<file path="src/rtl/instruction_fetch.sv">
// Instruction fetch front end: issues word reads to instruction memory and buffers
// up to two fetched words for the decoder, with redirect support.
module instruction_fetch #(
   parameter logic [31:0] RESET_PC = 32'h0000_0000
) (
   input  logic        clk,
   input  logic        rst,
   output logic        imem_req,
   output logic [31:0] imem_addr,
   input  logic        imem_ack,
   input  logic [31:0] imem_rdata,
   input  logic        redirect_valid,
   input  logic [31:0] redirect_pc,
   output logic        instr_valid,
   input  logic        instr_ready,
   output logic [31:0] instr,
   output logic [31:0] instr_pc,
   output logic [31:0] instr_pc_plus4
);

   typedef enum logic [1:0] {StIdle, StWait, StDrop} state_e;

   state_e      state_q, state_d;
   logic [31:0] fetch_pc_q, fetch_pc_d;
   logic [31:0] hold_addr_q, hold_addr_d;
   logic [1:0]  count_q, count_d;
   logic        rd_ptr_q, rd_ptr_d;
   logic [31:0] word_q [2];
   logic [31:0] word_d [2];
   logic [31:0] pc_q [2];
   logic [31:0] pc_d [2];

   logic pop;
   logic push;
   logic wr_idx;

   assign instr_valid    = (count_q != 2'd0);
   assign instr          = word_q[rd_ptr_q];
   assign instr_pc       = pc_q[rd_ptr_q];
   assign instr_pc_plus4 = pc_q[rd_ptr_q] + 32'd4;
   assign wr_idx         = rd_ptr_q ^ count_q[0];

   always_comb begin
      state_d     = state_q;
      fetch_pc_d  = fetch_pc_q;
      hold_addr_d = hold_addr_q;
      count_d     = count_q;
      rd_ptr_d    = rd_ptr_q;
      word_d      = word_q;
      pc_d        = pc_q;

      unique case (state_q)
         StIdle:  imem_req = !rst && (count_q < 2'd2);
         default: imem_req = !rst;
      endcase
      imem_addr = (state_q == StIdle) ? fetch_pc_q : hold_addr_q;

      pop  = instr_valid && instr_ready;
      // A response is kept only if it belongs to the current fetch stream.
      push = imem_req && imem_ack && (state_q != StDrop) && !redirect_valid;

      unique case (state_q)
         StIdle: begin
            if (imem_req && !imem_ack) begin
               hold_addr_d = fetch_pc_q;
               // A redirect while the request is pending makes its response stale.
               state_d     = redirect_valid ? StDrop : StWait;
            end
         end
         StWait: begin
            if (imem_ack) state_d = StIdle;
            else if (redirect_valid) state_d = StDrop;
         end
         StDrop: begin
            if (imem_ack) state_d = StIdle;
         end
         default: state_d = StIdle;
      endcase

      if (push) begin
         word_d[wr_idx] = imem_rdata;
         pc_d[wr_idx]   = fetch_pc_q;
         fetch_pc_d     = fetch_pc_q + 32'd4;
      end

      if (pop) rd_ptr_d = ~rd_ptr_q;
      unique case ({push, pop})
         2'b10:   count_d = count_q + 2'd1;
         2'b01:   count_d = count_q - 2'd1;
         default: count_d = count_q;
      endcase

      if (redirect_valid) begin
         fetch_pc_d = redirect_pc & 32'hFFFF_FFFC;
         count_d    = 2'd0;
         rd_ptr_d   = 1'b0;
      end
   end

   always_ff @(posedge clk) begin
      if (rst) begin
         state_q     <= StIdle;
         fetch_pc_q  <= RESET_PC;
         hold_addr_q <= RESET_PC;
         count_q     <= 2'd0;
         rd_ptr_q    <= 1'b0;
      end else begin
         state_q     <= state_d;
         fetch_pc_q  <= fetch_pc_d;
         hold_addr_q <= hold_addr_d;
         count_q     <= count_d;
         rd_ptr_q    <= rd_ptr_d;
      end
   end

   // Buffer contents are qualified by count, so they need no reset.
   always_ff @(posedge clk) begin
      word_q <= word_d;
      pc_q   <= pc_d;
   end

endmodule

</file>
<file path="config.mk">
export PLATFORM = sky130hd
export DESIGN_NAME = instruction_fetch
export DESIGN_NICKNAME = d
export VERILOG_FILES = /design/src/rtl/instruction_fetch.sv
export SDC_FILE = /design/constraint.sdc
export NUM_CORES = 1
export LEC_CHECK = 0
export ABC_AREA = 1
export CAP_MARGIN = 20
export CELL_PAD_IN_SITES_DETAIL_PLACEMENT = 0
export CELL_PAD_IN_SITES_GLOBAL_PLACEMENT = 2
export CORE_MARGIN = 2
export CORE_UTILIZATION = 28
export CTS_BUF_LIST = sky130_fd_sc_hd__clkbuf_4 sky130_fd_sc_hd__clkbuf_8
export CTS_CLUSTER_SIZE = 30
export DETAILED_ROUTE_END_ITERATION = 12
export PLACE_DENSITY = 0.82
export SLEW_MARGIN = 10
export SYNTH_ARGS = -nofsm -noshare
export SYNTH_HDL_FRONTEND = slang
export SYNTH_SLANG_ARGS = --single-unit
</file>
<file path="constraint.sdc">
create_clock -name clk -period 4.8 [get_ports clk]
set_input_delay 0.96 -clock clk [delete_from_list [all_inputs] [get_ports clk]]
set_output_delay 0.96 -clock clk [all_outputs]
set_load 0.02 [all_outputs]
</file>
* Word-level counts from Yosys, hierarchy flattened
Index checks and enable logic that the tools add are counted.
** Word-level totals
- Latch bits :: 0
- Word-level logic and storage cells :: 68
- Bits in writable memories :: 0
- Register bits after elaboration :: 197
- Memories :: 0
- Bits in read-only memories :: 0
** Cells by class
- Muxes and demuxes :: 21
- $lt $le $gt $ge :: 4
- Reductions and logical operators :: 17
- Shifts and indexed selects :: 0
- Multipliers :: 0
- Equality and inequality tests :: 8
- Divide/modulo/power cells :: 0
- Bitwise gates (word level) :: 4
- Add/sub/neg operators :: 4
** Operators with widths (number)
- 32-bit two-way mux :: 10
- 64-bit bitwise mux :: 2
- 32-bit by 3-bit adder with 32-bit output, second input constant :: 2
- 32-bit demux with 1-bit select :: 1
- 2-bit two-way mux :: 5
- 1-bit logical AND :: 7
- 2-bit one-hot mux with 3 select lines :: 1
- 2-bit nonzero test :: 3
- 2-bit by 1-bit == test with 1-bit output, second input constant :: 2
- 2-bit == test, second input constant :: 2
- 2-bit >= comparator, second input constant :: 2
- 2-bit != test, second input constant :: 2
- 1-bit NOT with 2-bit output :: 2
- 2-bit one-hot mux with 2 select lines :: 1
- 1-bit logical NOT :: 3
- 3-bit != test, second input constant :: 1
- 3-bit AND reduction :: 1
- 2-bit by 1-bit adder with 2-bit output, second input constant :: 1
- 2-bit logical NOT :: 1
- 2-bit by 1-bit < comparator with 1-bit output, second input constant :: 1
- 2-bit < comparator, second input constant :: 1
- 2-bit by 1-bit != test with 1-bit output, second input constant :: 1
- 2-bit AND reduction :: 1
- 2-bit OR reduction :: 1
- other kinds (4) :: 4

* Logic depth before layout (Yosys ltp)
Gate-level depths: netlist of the first run.
- Depth in word-level cells :: 8
- Depth in mapped cells :: 13
- Gate-level depth less buffers :: 12

* Least setup slack after synthesis of the first run
No wires, ideal clock.
- Path kind :: input to register
- From :: input rst
- To :: register pc_q[10] in the netlist's numbering, enable pin
- Buffers on the path :: 2
- Setup time :: 0.483 ns
- Data arrival time :: 4.598 ns
- Stages :: 7
- Setup slack :: -0.281 ns
- Cell sequence :: buf_2 -> a21oi_4 -> nand2_2 -> nor2_2 -> buf_4 -> inv_1 -> nor2_1
** On the way
- Word-level cells in the longest chain between the ends :: 6
** Ends and longest elaborated chain
- start, declared :: RTL line 7 : input logic rst,
- 1-bit logical NOT * :: RTL line 53, 54
- 1-bit logical AND :: RTL line 53 : StIdle: imem_req = !rst && (count_q < 2'd2);
- 1-bit two-way mux * :: RTL line 52 : unique case (state_q)
- named net imem_req :: RTL line 8 : output logic imem_req,
- 1-bit logical AND * (3 in a row) :: RTL line 60 : push = imem_req && imem_ack && (state_q != StDrop) && !redirect_valid;
- end signal, assigned :: RTL line 119 : pc_q <= pc_d;
- end, declared :: RTL line 30 : logic [31:0] pc_q [2];
The timed path passes the listed nets; every way through them passes the cells marked *.
A chain may end at the register's enable or synchronous reset.

* Worst setup path after layout of the first run
- From :: register rd_ptr_q
- To :: output instr_pc_plus4[28]
** On the way
- Word-level cells in the longest chain between the ends :: 5
** Ends and longest elaborated chain
- start, declared :: RTL line 27 : logic rd_ptr_q, rd_ptr_d;
- start signal, assigned :: RTL line 112 : rd_ptr_q <= rd_ptr_d;
- 1-bit NOT with 2-bit output (implied by the code) :: RTL line 40 : assign instr_pc_plus4 = pc_q[rd_ptr_q] + 32'd4;
- 32-bit two-way mux (implied by the code) (3 in a row) :: RTL line 40
- 32-bit by 3-bit adder with 32-bit output :: RTL line 40
- end, declared :: RTL line 18 : output logic [31:0] instr_pc_plus4
No other way between the ends. The select of a mux whose other input is x is not followed.

==> impl_metrics.env, run 1 <==
export IMPL_run_status="finished, final reports clean"
export IMPL_area_growth_synth_to_final_pct=30.1
export IMPL_grt_first_pass_wirelength_um=40600
export IMPL_vias=7613
export IMPL_cell_total_after_placement=1711
export IMPL_rsz0062_at_grt="false"
export IMPL_synth_edff_count=124
export IMPL_rrSetupSlack_ns=2.00
export IMPL_clk_pin_slew_worst_paths_ns=0.11
export IMPL_post_synth_inst_count=1107
export IMPL_synth_commonest_cells="325 x nand2_1, 135 x inv_1, 124 x edfxtp_1"
export IMPL_place_gp_congestion=0.794
export IMPL_fmaxAchievable_ghz=0.228
export IMPL_cts_repair_resize_count=0
export IMPL_first_global_vias=7068
export IMPL_clockPowerShare=0.315
export IMPL_antenna_found_initial=0
export IMPL_io_pins=199
export IMPL_first_iter_violations=550
export IMPL_synth_lib_cells_used_distinct=36
export IMPL_multiInputGateArea_sq_mm=0.00347
export IMPL_finish_net_count=1360
export IMPL_final_setup_viol_count=0
export IMPL_cell_accounting_for_the_most_synthesized_area="edfxtp_1"
export IMPL_max_clock_path_buffers=2
export IMPL_diodes=0
export IMPL_place_hpwl_um=19500
export IMPL_cts_hold_repair_buffers=0
export IMPL_clock_latency_ns=0.48
export IMPL_cp_arrival_ns=3.42
export IMPL_timing_hold_worst_start="hold_addr_q[29]"
export IMPL_worst_hold_slack_ns=0.452
export IMPL_n_fill_cell=3396
export IMPL_net_switching_uw=997
export IMPL_post_drt_via_cell_ratio=4.37
export IMPL_overall_die_width_um=186
export IMPL_cts_tree="built"
export IMPL_wirelength_um=26600
export IMPL_clock_skew_final_ns=0.0195
export IMPL_worstReg2RegEnd="fetch_pc_q[20]"
export IMPL_synth_ff_type="edfxtp_1"
export IMPL_finish_cell_count_without_fillers=1743
export IMPL_post_route_drc=0
export IMPL_global_route_usage_total=0.156
export IMPL_route_detailed_wl_per_inst_um=15.3
export IMPL_seqPwrFrac=0.544
export IMPL_finalHoldViolations=0
export IMPL_fraction_of_synthesis_flops_using_an_asynchronous_set_or_reset_pin=0
export IMPL_syn_area_sq_mm=0.00924
export IMPL_buffer_ports_inserted=190
export IMPL_dr_pass1_iters=5
export IMPL_syn_mean_instance_area_sq_um=8.35
export IMPL_synth_top_area_frac=0.403
export IMPL_die_height_um=186
export IMPL_powerDensity_mw_per_mm2=282
export IMPL_yosys_top_cells_area="edfxtp_1 40%, dfxtp_1 14%, nand2_1 13%"
export IMPL_layout_worst_path_cycle_share=0.912
export IMPL_setup_tns_final_ns=0
export IMPL_fp_coreArea_sq_mm=0.0325
export IMPL_initial_standard_cell_utilization_of_the_core=0.284
export IMPL_min_path_type="reg -> reg"
export IMPL_regArea_sq_mm=0.00503
export IMPL_cp_end_kind="primary output"
export IMPL_final_util=0.370
export IMPL_internal_power_mw=2.40
export IMPL_ys_ff_latch=189
export IMPL_portion_of_the_post_synthesis_area_used_by_sequential_elements=0.544
export IMPL_max_cap_violations=0
export IMPL_cp_data_required_time_ns=3.84
export IMPL_synth_most_common_cell="nand2_1"
export IMPL_maxSlewViolCount=0
export IMPL_min_period_ns=4.38
export IMPL_tritoncts_num_buffers=17
export IMPL_layout_drive_gt1_share=0.0730
export IMPL_postCtsSetupRepairBufs=0
export IMPL_p_leak_nw=4.57
export IMPL_buffer_type_at_the_clock_tree_root="clkbuf_8"
export IMPL_grt_overflow_total=0
export IMPL_htree_levels=4
export IMPL_reg2regPathDepth=9
export IMPL_timing_hold_worst_endpoint="hold_addr_q[29]"
export IMPL_critPathKind="reg -> out"
export IMPL_timing_slew_headroom=0.353
export IMPL_grt_max_degree=63
export IMPL_overall_die_area_sq_mm=0.0345
export IMPL_startpoint_of_the_most_critical_register_to_register_path="state_q[1]"
export IMPL_floorplan_rows=66
export IMPL_swShare=0.294
export IMPL_synthesis_warning_total=0
export IMPL_hold_crit_depth=2
export IMPL_vdd_ir_drop_worst_uv=160
export IMPL_ant_nets=0
export IMPL_combinationalPowerShare=0.140
export IMPL_numClockSinks=189
export IMPL_worst_pin_slew_ns=0.969
export IMPL_worst_path_max_fanout=34
export IMPL_timing_critical_path_from_type="flop"
-- metal layers --
layer / wire (um) / vias to the layer above / global-route usage
li1: - / 3915 / -
met1: 12600 / 3452 / 0.218
met2: 12200 / 225 / 0.247
met3: 1510 / 21 / 0.0311
met4: 341 / 0 / 0.0428
met5: 0 / - / 0
-- logic make-up (layout without fill, tap and decap cells) --
group | after synthesis | count (layout) | share of synthesized area
AND/OR/NAND/NOR | 522 | 522 | 0.237
flip-flops | 189 | 189 | 0.544
adder cells (fa/ha/maj) | 3 | 3 | 0.00406
AO/OA/AOI/OAI | 174 | 174 | 0.101
buffers and inverters | 187 | 376 | 0.0841
other | 1 | 6 | 0.000406
XOR/XNOR | 31 | 31 | 0.0294
-- flip-flops by register name, indices dropped and copies added (netlist names) --
signal       count
pc_q            60
word_q          64
rd_ptr_q         1
count_q          2
hold_addr_q     30
state_q          2
fetch_pc_q      30
-- metrics by stage --
step                setup WS [ns]  area [sq um]  power [mW]
global route               0.0373         12000        3.55
finish                      0.423         12000        3.39
detailed placement          0.830         11600        2.37
floorplan                  -0.281          9260        2.12
global placement            0.837         11600        2.36
CTS                         0.260         12000        3.44
-- power by group through the flow --
stage / clock network (mW) / logic, mW / registers (mW)
6_report: 1.07 / 0.477 / 1.85
5_1_grt: 1.17 / 0.523 / 1.86
4_1_cts: 1.11 / 0.483 / 1.85
3_5_place_dp: 0 / 0.481 / 1.89
3_3_place_gp: 0 / 0.477 / 1.88
2_1_floorplan: 0 / 0.261 / 1.86
-- critical path, cell delays in order (launching register included) --
cell and delay (ns):
dfxtp_2 0.49, inv_2 0.25, buf_4 0.41, nand2_1 0.11, nand2_2 0.15, nand2_1 0.10
nor2_2 0.21, nand2_1 0.16, nor2_2 0.21, nand4_1 0.12, nand2_1 0.10, clkdlybuf4s50_1 0.61
-- cell usage in the layout, fill, tap and decap left out, types with 17 or more instances in the layout --
cell type	instances
clkbuf_8	17
edfxtp_1	124
xor2_1	27
nand2_1	325
inv_1	135
o21ai_0	83
nor2_1	98
a21oi_1	60
dfxtp_1	64
nand3_1	48
clkdlybuf4s50_1	190
-- final cells by class --
class | count | area share
sequential | 189 | 0.418
inverter | 142 | 0.0443
timing repair buffer | 202 | 0.168
tap | 442 | 0.0460
clock buffer | 17 | 0.0195
multi-input combinational | 736 | 0.289
clock inverter | 15 | 0.0157
-- how the worst max path moves through the flow --
stage                        start            endpoint  depth (start not counted)
after floorplan                rst            pc_q[10]                          7
after global placement    rd_ptr_q  instr_pc_plus4[28]                         11
after detailed placement  rd_ptr_q  instr_pc_plus4[28]                         11
after CTS                 rd_ptr_q  instr_pc_plus4[28]                         11
after global routing      rd_ptr_q  instr_pc_plus4[28]                         11
final                     rd_ptr_q  instr_pc_plus4[28]                         11
No activity file was read; power rests on OpenSTA's default activity.
==> run 2, diff against run 1 <==
--- a/config.mk
+++ b/config.mk
@@ -9,7 +9,6 @@
 export CAP_MARGIN = 20
 export CELL_PAD_IN_SITES_DETAIL_PLACEMENT = 0
 export CELL_PAD_IN_SITES_GLOBAL_PLACEMENT = 2
-export CORE_MARGIN = 2
 export CORE_UTILIZATION = 28
 export CTS_BUF_LIST = sky130_fd_sc_hd__clkbuf_4 sky130_fd_sc_hd__clkbuf_8
 export CTS_CLUSTER_SIZE = 30
==> run 2 against run 1 <==
Effect of this change:
- utilization rose by 0.061 points
- setup slack improved by 0.16 ns
- via count rose by 0.38%
- cell count rose by 0.17%
- highest routed layer unchanged
==> impl_metrics.env, run 2 (same netlist as run 1, synthesis figures left out) <==
export IMPL_run_status="finished, final reports clean"
export IMPL_timing_slew_headroom=0.353
export IMPL_place_gp_congestion=0.795
export IMPL_clock_latency_ns=0.47
export IMPL_routed_top_layer="met4"
export IMPL_worst_pin_slew_ns=0.969
export IMPL_grt_overflow_total=0
export IMPL_first_iter_violations=426
export IMPL_first_global_vias=7033
export IMPL_top_regs="word_q (64), pc_q (60)"
export IMPL_vdd_ir_drop_worst_uv=164
export IMPL_cp_data_required_time_ns=3.84
export IMPL_wirelength_um=26200
export IMPL_post_route_worst_setup_slack_ns=0.584
export IMPL_timing_critical_path_from_type="flop"
export IMPL_registers_top_by_ff_count="word_q"
export IMPL_final_util=0.370
export IMPL_fp_coreArea_sq_mm=0.0325
export IMPL_overall_die_width_um=184
export IMPL_max_clock_path_buffers=2
export IMPL_floorplan_rows=66
export IMPL_cts_tree="built"
export IMPL_met2WireLength_um=11900
export IMPL_final_setup_viol_count=0
export IMPL_grt_first_pass_wirelength_um=39800
export IMPL_p_leak_nw=4.59
export IMPL_clk_pin_slew_worst_paths_ns=0.11
export IMPL_grt_max_degree=61
export IMPL_die_height_um=184
export IMPL_setup_tns_final_ns=0
export IMPL_largest_register_ffs=64
export IMPL_ant_nets=0
export IMPL_min_period_ns=4.22
export IMPL_placement_stage_worst_setup_slack_ns=1.00
export IMPL_worst_path_max_fanout=33
export IMPL_buffer_type_at_the_clock_tree_root="clkbuf_8"
export IMPL_finish_net_count=1363
export IMPL_fmaxAchievable_ghz=0.237
export IMPL_layout_cells_most_common_list="325 x nand2_1, 190 x clkdlybuf4s50_1, 135 x inv_1"
export IMPL_cell_total_after_placement=1714
export IMPL_finish_cell_count_without_fillers=1746
export IMPL_min_path_type="reg -> reg"
export IMPL_numClockSinks=189
export IMPL_io_pins=199
export IMPL_cts_hold_repair_buffers=0
export IMPL_vias=7642
export IMPL_post_drt_via_cell_ratio=4.38
export IMPL_diodes=0
export IMPL_post_route_drc=0
export IMPL_detail_route_wirelength_met1_um=12600
export IMPL_critPathKind="reg -> out"
export IMPL_overall_die_area_sq_mm=0.0337
export IMPL_powerDensity_mw_per_mm2=286
export IMPL_clock_skew_final_ns=0.0159
export IMPL_area_growth_synth_to_final_pct=30.3
export IMPL_global_route_usage_total=0.157
export IMPL_mostFrequentLayoutCell="nand2_1"
export IMPL_cts_repair_resize_count=0
export IMPL_layout_drive_gt1_share=0.0752
export IMPL_max_cap_violations=0
export IMPL_htree_levels=4
export IMPL_finalHoldViolations=0
export IMPL_layout_worst_path_cycle_share=0.878
export IMPL_met3RoutedLength_um=1320
export IMPL_tritoncts_num_buffers=17
export IMPL_place_hpwl_um=19300
export IMPL_dr_pass1_iters=5
export IMPL_buffer_ports_inserted=190
export IMPL_antenna_found_initial=0
export IMPL_maxSlewViolCount=0
export IMPL_route_detailed_wl_per_inst_um=15.0
export IMPL_cp_end_kind="primary output"
export IMPL_initial_standard_cell_utilization_of_the_core=0.284
export IMPL_rsz0062_at_grt="false"
export IMPL_postCtsSetupRepairBufs=0
export IMPL_cp_arrival_ns=3.26
-- run 2: cell count changes in the layout (fill, tap and decap cells not counted) --
cell	previous run	this run
clkinv_4	3	1
buf_12	2	0
inv_12	1	3
clkinvlp_4	0	1
inv_6	3	4
buf_4	10	15
bufinv_16	0	1
inv_8	2	0
clkinv_8	6	5
-- run 2: final cells by class --
class | count | area [sq um]
Clock buffer | 17 | 234
Clock inverter | 15 | 211
Fill cell | 3358 | 20500
Inverter | 142 | 533
Multi-Input combinational cell | 736 | 3470
Sequential cell | 189 | 5030
Tap cell | 442 | 553
Timing Repair Buffer | 205 | 2010
-- run 2: path summary, 6_finish.rpt --
path,from,to,slack [ns],cells past startpoint
setup / recovery,rd_ptr_q,instr_pc_plus4[28],0.58,12
hold / removal,hold_addr_q[29],hold_addr_q[29],0.45,2
setup reg to reg,state_q[1],fetch_pc_q[20],2.09,9
hold reg to reg,hold_addr_q[29],hold_addr_q[29],0.45,2
-- run 2: per-layer routing --
layer,up-vias,track usage
met5,-,0
met2,201,0.251
met1,3507,0.217
met3,16,0.0291
li1,3918,-
met4,0,0.0403
-- run 2: power breakdown --
group	internal (mW)	leakage, nW	switching (mW)
Sequential	1.79	1.66	0.0571
Clock	0.459	0.215	0.663
Combinational	0.202	2.71	0.274
Total	2.45	4.59	0.994
-- run 2: worst max-delay path, cell delays in order, from the launching register on --
cell and delay (ns):
dfxtp_2 0.37, buf_4 0.26, nand2_1 0.13, o21ai_2 0.12, inv_1 0.14, ha_1 0.24, nand2_1 0.10, nor2_2 0.21
nand2_1 0.16, nor2_2 0.22, nand4_1 0.12, nand2_1 0.11, clkdlybuf4s50_1 0.60
-- run 2: stage by stage --
| step | hold WS, ns | total power, mW | cell area [sq um] |
|---|---|---|---|
| final | 0.450 | 3.45 | 12000 |
| after global routing | 0.469 | 3.61 | 12000 |
| after CTS | 0.453 | 3.49 | 12000 |
| after detailed placement | 0.436 | 2.36 | 11600 |
| after global placement | 0.433 | 2.36 | 11600 |
| after floorplan | 0.425 | 2.12 | 9260 |
